==> config.mk <==
export PLATFORM = sky130hd
export DESIGN_NAME = acc_sequencer
export DESIGN_NICKNAME = d
export VERILOG_FILES = /design/src/rtl/acc_seq_pkg.sv /design/src/rtl/acc_seq_alu.sv /design/src/rtl/acc_sequencer.sv
export SDC_FILE = /design/constraint.sdc
export NUM_CORES = 1
export LEC_CHECK = 0
export ABC_AREA = 1
export CAP_MARGIN = 15
export CORE_MARGIN = 2
export CORE_UTILIZATION = 55
export DETAILED_ROUTE_END_ITERATION = 8
export DONT_BUFFER_PORTS = 1
export GPL_ROUTABILITY_DRIVEN = 0
export GPL_TIMING_DRIVEN = 0
export PLACE_DENSITY = 0.68
export SLEW_MARGIN = 20
export SYNTH_ARGS = -nofsm -noshare
export SYNTH_HDL_FRONTEND = slang
export SYNTH_SLANG_ARGS = --single-unit
==> constraint.sdc <==
create_clock -name clk -period 3.2 [get_ports clk]
set_input_delay 0.48 -clock clk [delete_from_list [all_inputs] [get_ports clk]]
set_output_delay 0.48 -clock clk [all_outputs]
set_load 0.05 [all_outputs]
==> src/rtl/acc_seq_pkg.sv <==
// Shared opcodes, FSM state encoding and decode helpers for the accumulator sequencer.
// Optional retired-instruction counter in the top is enabled by ACC_SEQ_RETIRE_CNT_EN.
package acc_seq_pkg;

    localparam int OPC_W = 4;

    typedef enum logic [OPC_W-1:0] {
        OP_NOP   = 4'h0,
        OP_LOAD  = 4'h1,
        OP_STORE = 4'h2,
        OP_ADD   = 4'h3,
        OP_SUB   = 4'h4,
        OP_AND   = 4'h5,
        OP_OR    = 4'h6,
        OP_XOR   = 4'h7,
        OP_JMP   = 4'h8,
        OP_JZ    = 4'h9,
        OP_SHL   = 4'hA,
        OP_SHR   = 4'hB,
        OP_HALT  = 4'hF
    } opcode_e;

    typedef enum logic [2:0] {
        FETCH,
        DECODE,
        MEM_RD,
        MEM_WR,
        HALTED,
        ERROR
    } state_e;

    // Opcodes that read an operand from memory and combine it with AC.
    function automatic logic is_alu_mem_op(input logic [OPC_W-1:0] opc);
        case (opc)
            OP_LOAD, OP_ADD, OP_SUB, OP_AND, OP_OR, OP_XOR: return 1'b1;
            default:                                        return 1'b0;
        endcase
    endfunction

endpackage

==> src/rtl/acc_seq_alu.sv <==
// Combinational accumulator ALU for the memory-operand instructions; LOAD passes the operand.
module acc_seq_alu
    import acc_seq_pkg::*;
#(
    parameter int DATA_W = 16
) (
    input  logic [OPC_W-1:0]  opcode,
    input  logic [DATA_W-1:0] ac,
    input  logic [DATA_W-1:0] operand,
    output logic [DATA_W-1:0] result
);

    always_comb begin
        result = operand;
        case (opcode)
            OP_ADD:  result = ac + operand;
            OP_SUB:  result = ac - operand;
            OP_AND:  result = ac & operand;
            OP_OR:   result = ac | operand;
            OP_XOR:  result = ac ^ operand;
            default: result = operand;
        endcase
    end

endmodule

==> src/rtl/acc_sequencer.sv <==
// Fetch/decode/execute controller for the accumulator machine with a req/ack memory port.
// Define ACC_SEQ_RETIRE_CNT_EN to add the 32-bit retired-instruction counter output.
//
// state  | meaning
// FETCH  | read instruction at pc, wait for ack
// DECODE | one cycle: jumps, shifts, operand address capture
// MEM_RD | read operand at mar, update ac on ack
// MEM_WR | write ac to mar, wait for ack
// HALTED | idle until resume pulse
// ERROR  | illegal opcode seen, idle until reset
module acc_sequencer
    import acc_seq_pkg::*;
#(
    parameter int DATA_W   = 16,
    parameter int ADDR_W   = 12,
    parameter int RESET_PC = 0
) (
    input  logic              clk,
    input  logic              reset_n,
    output logic              mem_req,
    output logic              mem_we,
    output logic [ADDR_W-1:0] mem_addr,
    output logic [DATA_W-1:0] mem_wdata,
    input  logic              mem_ack,
    input  logic [DATA_W-1:0] mem_rdata,
    input  logic              resume,
    output logic [ADDR_W-1:0] pc,
    output logic [DATA_W-1:0] ac,
    output logic [DATA_W-1:0] ir,
    output logic              halted,
    output logic              error
`ifdef ACC_SEQ_RETIRE_CNT_EN
    ,
    output logic [31:0]       retired
`endif
);

    state_e            state, state_nxt;
    logic [ADDR_W-1:0] mar;
    logic [OPC_W-1:0]  opcode;
    logic [ADDR_W-1:0] addr_field;
    logic [DATA_W-1:0] alu_result;
    logic              req_int;

    assign opcode     = ir[DATA_W-1 -: OPC_W];
    assign addr_field = ir[ADDR_W-1:0];

    generate
        if (DATA_W > OPC_W + ADDR_W) begin : g_ir_gap
            logic unused_ir_gap;
            assign unused_ir_gap = ^ir[DATA_W-OPC_W-1:ADDR_W];
        end
    endgenerate

    acc_seq_alu #(.DATA_W(DATA_W)) u_alu (
        .opcode  (opcode),
        .ac      (ac),
        .operand (mem_rdata),
        .result  (alu_result)
    );

    always_ff @(posedge clk or negedge reset_n) begin
        if (!reset_n) state <= FETCH;
        else          state <= state_nxt;
    end

    always_comb begin
        state_nxt = state;
        req_int   = 1'b0;
        mem_we    = 1'b0;
        mem_addr  = mar;
        mem_wdata = ac;
        case (state)
            FETCH: begin
                req_int  = 1'b1;
                mem_addr = pc;
                if (mem_ack) state_nxt = DECODE;
            end
            DECODE: begin
                if (is_alu_mem_op(opcode)) begin
                    state_nxt = MEM_RD;
                end else begin
                    case (opcode)
                        OP_STORE:                               state_nxt = MEM_WR;
                        OP_NOP, OP_JMP, OP_JZ, OP_SHL, OP_SHR:  state_nxt = FETCH;
                        OP_HALT:                                state_nxt = HALTED;
                        default:                                state_nxt = ERROR;
                    endcase
                end
            end
            MEM_RD: begin
                req_int = 1'b1;
                if (mem_ack) state_nxt = FETCH;
            end
            MEM_WR: begin
                req_int = 1'b1;
                mem_we  = 1'b1;
                if (mem_ack) state_nxt = FETCH;
            end
            HALTED: begin
                if (resume) state_nxt = FETCH;
            end
            ERROR:   state_nxt = ERROR;
            default: state_nxt = ERROR;
        endcase
    end

    // Request is forced low while reset is held so an in-flight access is abandoned at once.
    assign mem_req = req_int & reset_n;
    assign halted  = (state == HALTED);
    assign error   = (state == ERROR);

    always_ff @(posedge clk or negedge reset_n) begin
        if (!reset_n) begin
            pc  <= ADDR_W'(RESET_PC);
            ac  <= '0;
            ir  <= '0;
            mar <= '0;
        end else begin
            case (state)
                FETCH: begin
                    if (mem_ack) begin
                        ir <= mem_rdata;
                        pc <= pc + ADDR_W'(1);
                    end
                end
                DECODE: begin
                    case (opcode)
                        OP_JMP: pc <= addr_field;
                        OP_JZ:  if (ac == '0) pc <= addr_field;
                        OP_SHL: ac <= ac << 1;
                        OP_SHR: ac <= ac >> 1;
                        default: begin
                            if (is_alu_mem_op(opcode) || opcode == OP_STORE) mar <= addr_field;
                        end
                    endcase
                end
                MEM_RD: begin
                    if (mem_ack) ac <= alu_result;
                end
                default: ;
            endcase
        end
    end

`ifdef ACC_SEQ_RETIRE_CNT_EN
    // An instruction retires when it leaves its last execution state for FETCH or HALTED.
    logic retire;
    assign retire = (state == DECODE || state == MEM_RD || state == MEM_WR) &&
                    (state_nxt == FETCH || state_nxt == HALTED);

    always_ff @(posedge clk or negedge reset_n) begin
        if (!reset_n)    retired <= '0;
        else if (retire) retired <= retired + 32'd1;
    end
`endif

endmodule
==> metrics.md, run 1 <==
| Metric | Value |
|---|---|
| Status | `completed` |
| Vias in the first global route | `5210` |
| Uppermost metal layer occupied by signal nets | `met4` |
| PwrDens | `~300 nW/µm²` |
| Top cells by area, synth | `dfrtp_1, nand2_1, ha_1` |
| Pleak | `just under 3 nW` |
| Critical Path, Cell by Cell | `inv_2 -> nor2_4 -> nand2_8 -> o21ai_4 -> o21ai_0 -> xor2_1 -> inv_1 -> ha_1 -> a21oi_1 -> o21ai_0 -> a21oi_1 -> nand2_1 -> nand2_1 -> nand3_1 -> nand2_1 -> nand2_1 -> a21oi_1` |
| Synth area leader | `dfrtp_1` |
| Layout area overhead | `8.57%` |
| Post-Synthesis Cells | `between 800 and 900` |
| Die Ht | `104 µm` |
| Rows | `36` |
| Share of cells above drive strength 1 | `0.113` |
| Die Wd | `a little over 100 µm` |
| CTS tree | `done` |
| Relative slew slack | `0.335` |
| Mean area per synthesized cell | `~6.7 µm²` |
| Routed Antenna Nets | `0` |
| Max incr delay on CP | `roughly 560 ps` |
| Area post-placement | `roughly 5600 µm²` |
| Post-synthesis mux area share | `0` |
| Share of the synthesized area in the top cell type | `0.270` |
| Synth cell types | `41` |
| GR Overflow Total | `0` |
| Number of diodes | `0` |
| Clk pwr share | `0.382` |
| Setup-failing EPs final | `0` |
| Reg2reg start | `ir[14]` |
| Hold Fails Final Rpt | `0` |
| Largest family of logic cells by synthesized area | `simple AND/OR/NAND/NOR gates` |
| Critical path capture point | `ac[14]` |
| Worst setup SP type | `register` |
| Flop and latch count out of synthesis | `slightly below 60` |
| RSZ-0062 raised after global routing | `no` |
| Slowest stage cell, crit path | `dfrtp_4` |
| CP delay by family, top | `compound AO/OA/AOI/OAI gates` |
| Register-to-register setup slack | `between 200 and 300 ps` |
| Sw power | `0.000564 W` |
| Hpwl dp | `between 10 and 15 mm` |
| Pins Over Slew Limit | `0` |
| # IOs | `96` |
| Most frequent CP cell | `nand2_1` |
| Initial Util | `0.564` |
| Period minus WS final | `slightly below 3000 ps` |
| Wire length per cell | `between 15 and 20 µm` |
| Initial antenna violation count | `0` |
| Drt total wl | `between 15 and 20 mm` |
| Worst-margin pin slew | `just under 1000 ps` |
| CP startpoint | `ir[14]` |
| Synth Net Count | `886` |
| Layout Utilization | `0.612` |
| Register area share after synthesis | `0.270` |
| CTS max path bufs | `2` |
| Gr usage total | `0.305` |
| Hold slack | `around 230 ps` |
| Worst VDD drop | `approximately 0.18 mV` |
| Most common cell after layout, fill and taps aside | `nand2_1` |
| Final Cycle Share | `0.916` |
| XOR/XNOR Fraction of Synth Area | `0.0289` |
| Max Cap Viol | `0` |
| Fin area | `5930 µm²` |
| Gate power share | `0.156` |
| Sequential Power Share | `0.462` |
| Setup crit end kind | `register` |
| Setup TNS Final | `0 ps` |
| Hold Startpoint | `mem_ack` |
| Reg2reg path depth | `17` |
| Nets@finish | `900` |
| Num CTS Buffers | `9` |
| Violation count after the first detailed-route iteration | `~480` |
| Setup CP Type | `reg2reg` |
| Synth Area in Simple Gates | `0.267` |
| Clk_lat worst skew | `roughly 350 ps` |
| CTS H-tree depth | `3` |
| Switching portion of total power | `0.317` |
| Post-synthesis compound-gate area fraction | `0.196` |
| Post-synthesis adder-cell area fraction | `0.116` |
| Drt first pass iters | `5` |
| Synth Cell Area | `~5500 µm²` |
| Sink Count | `about 60` |
| Worst Path Required | `3470 ps` |
| Worst Path Arrival | `roughly 3200 ps` |
| Port buffer count | `0` |
| Vias | `~5400` |
| Critical Path Stages | `17` |
| Clk root buf | `clkbuf_8` |
| Worst Hold Class | `in2reg` |
| Met1 Wirelength | `around 6.7 mm` |
| DRC viols | `0` |
| Clk pin slew, worst setup/hold paths | `~60 ps` |
| Met2 routed WL | `~8 mm` |
| Die area | `10700 µm²` |
| CP Max Fanout | `8` |
| Clk_skew | `roughly 7.3 ps` |
| Routed vias/inst | `about 5.6` |
| Routed wl met3 | `between 1 and 1.5 mm` |
| Internal power | `0.00122 W` |
| Largest net degree at the start of global routing | `60` |
| Yosys warns | `0` |
| Most frequent cells in the layout | `nand2_1, inv_1, o21ai_0, nor2_1, a21oi_1` |
| Worst Path Buf+Inv | `2` |
| Global-route wire length before repair | `roughly 26 mm` |
| Fmax achieved | `~340 MHz` |
| Core area | `9680 µm²` |
| FF-to-FF End | `ac[14]` |
worst min path at each step:
stage | to | cells after the start
2_1_floorplan | ac[0] | 0
5_1_grt | state[1] | 1
4_1_cts | state[1] | 1
3_3_place_gp | pc[2] | 0
3_5_place_dp | pc[3] | 0
6_report | state[1] | 1
power groups by stage:
| stage | clock (W) | sequential, W | combinational [W] |
|---|---|---|---|
| 2_1_floorplan | 0 | 0.000829 | 0.000192 |
| 3_3_place_gp | 0 | 0.000834 | 0.000240 |
| 3_5_place_dp | 0 | 0.000835 | 0.000245 |
| 4_1_cts | 0.000684 | 0.000821 | 0.000268 |
| 5_1_grt | 0.000714 | 0.000824 | 0.000317 |
| 6_report | 0.000680 | 0.000823 | 0.000277 |
flip-flops by register name, summed over array words and instances, names as in the netlist:
register	cells
ac	16
mar	12
pc	12
state	3
ir	16
cell usage after synthesis (all sizes together):
library cell,number
a21oi,59
a22oi,2
a31oi,7
a41oi,1
and3,1
buf,27
clkbuf,11
clkinv,1
dfrtp,59
fa,1
ha,49
inv,113
nand2,211
nand3,31
nand3b,2
nand4,7
nor2,67
nor3,10
nor3b,2
nor4,6
o2111ai,4
o211ai,9
o21a,4
o21ai,104
o22ai,2
or2,8
xnor2,3
xor2,15
cell families (layout without fill, tap and decap cells):
family / Yosys count / count (layout)
compound gates: 192 / 192
xor+xnor: 18 / 18
fa+ha+maj: 50 / 50
buf+inv: 152 / 171
flops: 59 / 59
simple gates: 345 / 345
timing repair:
action / 4_1_cts / 5_1_grt
endpoints found under the hold margin: 59 / 0
gates resized for setup: 5 / 14
hold buffers: 2 / 0
setup endpoints to repair: 12 / 7
pin swaps: 0 / 1
gates cloned: 0 / 0
buffers inserted: 0 / 1
metal layers:
layer	track usage	up-vias
met4	0.127	0
met3	0.0705	37
met2	0.525	207
met5	0	-
li1	-	2681
met1	0.366	2488
metrics by stage:
stage	worst slack [ps]	std cells	total power [W]
final	270	968	0.00178
after global routing	7.02	968	0.00186
after CTS	130	967	0.00177
after detailed placement	-196	949	0.00108
after global placement	-172	949	0.00107
after floorplan	374	816	0.00102
area by class of cell:
cell class                      instances  area [µm²]
Sequential cell                        59        1490
Tap cell                              133         166
Clock inverter                          3        20.0
Fill cell                             916        3760
Buffer                                 38         233
Inverter                              114         433
Clock buffer                           13         179
Multi-Input combinational cell        605        3360
Timing Repair Buffer                    3        45.0
Power figures use the tool's default switching activity.
==> run 2: changes to the inputs <==
--- a/config.mk
+++ b/config.mk
@@ -13,6 +13,7 @@
 export DONT_BUFFER_PORTS = 1
 export GPL_ROUTABILITY_DRIVEN = 0
 export GPL_TIMING_DRIVEN = 0
+export MAX_ROUTING_LAYER = met4
 export PLACE_DENSITY = 0.68
 export SLEW_MARGIN = 20
 export SYNTH_ARGS = -nofsm -noshare
==> run 2 against run 1 <==
Compared with the run above:
- setup slack lost 3.0 ps
- global-route usage grew 0.90 points
- utilization is the same
- via count grew 0.91%
- clock skew is essentially flat
- maximum frequency shrank 0.10%
- clock-buffer cell count is the same
- largest cell class unchanged
- cell area is the same
- critical endpoint unchanged
- clock power is essentially flat
- sequential power is essentially flat
- sequential share of layout area is the same
- largest power group unchanged
==> metrics.md, run 2 (same netlist as run 1, synthesis figures left out) <==
| Metric | Value |
|---|---|
| Port buffer count | `0 (unchanged)` |
| CP startpoint | `ir[14] (unchanged)` |
| Pleak | `2.88 nW (unchanged)` |
| Hold Startpoint | `mem_ack (unchanged)` |
| Relative slew slack | `0.343 (was 0.335)` |
| Worst Path Arrival | `3200 ps (about the same)` |
| Worst VDD drop | `0.175 mV (was 0.178 mV)` |
| Violation count after the first detailed-route iteration | `529 (was 479)` |
| Status | `completed (unchanged)` |
| Internal power | `0.00122 W (about the same)` |
| Share of cells above drive strength 1 | `0.113 (unchanged)` |
| Nets@finish | `900 (unchanged)` |
| Dpl ws | `-196 ps (unchanged)` |
| CTS tree | `done (unchanged)` |
| Setup-failing EPs final | `0 (unchanged)` |
| Largest net degree at the start of global routing | `60 (unchanged)` |
| Most common cell after layout, fill and taps aside | `nand2_1 (unchanged)` |
| Switching portion of total power | `0.316 (was 0.317)` |
| # IOs | `96 (unchanged)` |
| Clk_skew | `6.86 ps (was 7.30 ps)` |
| Sw power | `0.000563 W (was 0.000564 W)` |
| Vias in the first global route | `5222 (was 5210)` |
| Worst Hold Class | `in2reg (unchanged)` |
| Biggest regs | `ac: 16 flops, ir: 16 flops (unchanged)` |
| Worst setup SP type | `register (unchanged)` |
| Initial antenna violation count | `0 (unchanged)` |
| PwrDens | `300 nW/µm² (about the same)` |
| CP Max Fanout | `8 (unchanged)` |
| Vias | `5462 (was 5413)` |
| Die area | `10700 µm² (unchanged)` |
| Hold Fails Final Rpt | `0 (unchanged)` |
| Max Cap Viol | `0 (unchanged)` |
| Fmax achieved | `341 MHz (about the same)` |
| Most frequent cells in the layout | `nand2_1, inv_1, o21ai_0, nor2_1, a21oi_1 (unchanged)` |
| Layout Utilization | `0.612 (unchanged)` |
| Clk pin slew, worst setup/hold paths | `60 ps (about the same)` |
| Routed Antenna Nets | `0 (unchanged)` |
| Drt first pass iters | `5 (unchanged)` |
| Global-route wire length before repair | `26.3 mm (unchanged)` |
| Wire length per cell | `16.8 µm (about the same)` |
| Worst Path Required | `3470 ps (about the same)` |
| Final Cycle Share | `0.916 (about the same)` |
| Worst-margin pin slew | `979 ps (was 991 ps)` |
| Clk root buf | `clkbuf_8 (unchanged)` |
| Setup crit end kind | `register (unchanged)` |
| Setup CP Type | `reg2reg (unchanged)` |
| Pins Over Slew Limit | `0 (unchanged)` |
| CTS H-tree depth | `3 (unchanged)` |
| Gr usage total | `0.314 (was 0.305)` |
| Clk pwr share | `0.381 (was 0.382)` |
| CTS max path bufs | `2 (unchanged)` |
| Number of diodes | `0 (unchanged)` |
| Sink Count | `59 (unchanged)` |
| Num CTS Buffers | `9 (unchanged)` |
| Gate power share | `0.156 (about the same)` |
| Die Wd | `104 µm (unchanged)` |
| Sequential Power Share | `0.463 (was 0.462)` |
| Hpwl dp | `12.4 mm (unchanged)` |
| Rows | `36 (unchanged)` |
| DRC viols | `0 (unchanged)` |
| Layout area overhead | `8.57% (unchanged)` |
| GR Overflow Total | `0 (unchanged)` |
| Final worst setup slack | `267 ps (was 270 ps)` |
| Die Ht | `104 µm (unchanged)` |
| Drt total wl | `16.3 mm (about the same)` |
| Core area | `9680 µm² (unchanged)` |
| Routed vias/inst | `5.64 (was 5.59)` |
| Clk_lat worst skew | `350 ps (about the same)` |
| RSZ-0062 raised after global routing | `no (unchanged)` |
| Period minus WS final | `2930 ps (about the same)` |
| Initial Util | `0.564 (unchanged)` |
| Reg2reg start | `ir[14] (unchanged)` |
| Filler cells | `916 (unchanged)` |
-- run 2: area by class of cell --
cell class	count	area, µm²	area share
multi-input combinational	605	3360	0.568
sequential	59	1490	0.251
inverter	114	433	0.0730
buffer	38	233	0.0393
clock buffer	13	179	0.0302
tap	133	166	0.0281
timing repair buffer	3	45.0	0.00760
clock inverter	3	20.0	0.00338
-- run 2: worst paths after layout --
path	to	slack [ps]	cells past startpoint
worst min-delay path	state[1]	230	1
max in group asynchronous	ir[12]	2260	2
min in group asynchronous	pc[4]	640	2
worst min register to register	mar[3]	490	2
worst max register to register	ac[14]	270	17
worst max-delay path	ac[14]	270	17
-- run 2: per-layer routing --
layer,GRT usage,vias to the layer above,part of all wire
met5,-,-,0
met4,0.119,0,0.031
met3,0.0749,46,0.076
met2,0.524,220,0.48
met1,0.368,2520,0.41
li1,-,2676,-
-- run 2: per-stage QoR --
stage	power (W)	instance area, µm²	hold WS [ps]	std cells	setup TNS [ps]
after detailed placement	0.00108	5630	186	949	-1070
after CTS	0.00177	5870	219	967	0
after floorplan	0.00102	5460	184	816	0
after global placement	0.00107	5630	186	949	-657
after global routing	0.00186	5930	249	968	0
final	0.00178	5930	234	968	0
-- run 2: power by group through the flow --
| stage | Clock (W) | Combinational [W] | Sequential (W) |
|---|---|---|---|
| floorplan | 0 | 0.000192 | 0.000829 |
| global placement | 0 | 0.000240 | 0.000834 |
| detailed placement | 0 | 0.000245 | 0.000835 |
| CTS | 0.000684 | 0.000268 | 0.000821 |
| global route | 0.000717 | 0.000317 | 0.000824 |
| finish | 0.000678 | 0.000277 | 0.000823 |
-- run 2: critical path, cell delays in order (launching register included) --
cell and delay (ps):
dfrtp_4 560, inv_2 100, nor2_4 200, nand2_8 120, o21ai_4 130, o21ai_0 150
xor2_1 150, inv_1 60, ha_1 330, a21oi_1 180, o21ai_0 150, a21oi_1 240
nand2_1 90, nand2_1 70, nand3_1 80, nand2_1 70, nand2_1 50, a21oi_1 120
-- run 2: repair_timing --
item | CTS | global route
pin swaps | 0 | 1
setup endpoints to repair | 12 | 7
endpoints found under the hold margin | 59 | 0
resized for setup | 5 | 14
hold buffers | 2 | 0
setup buffers | 0 | 1
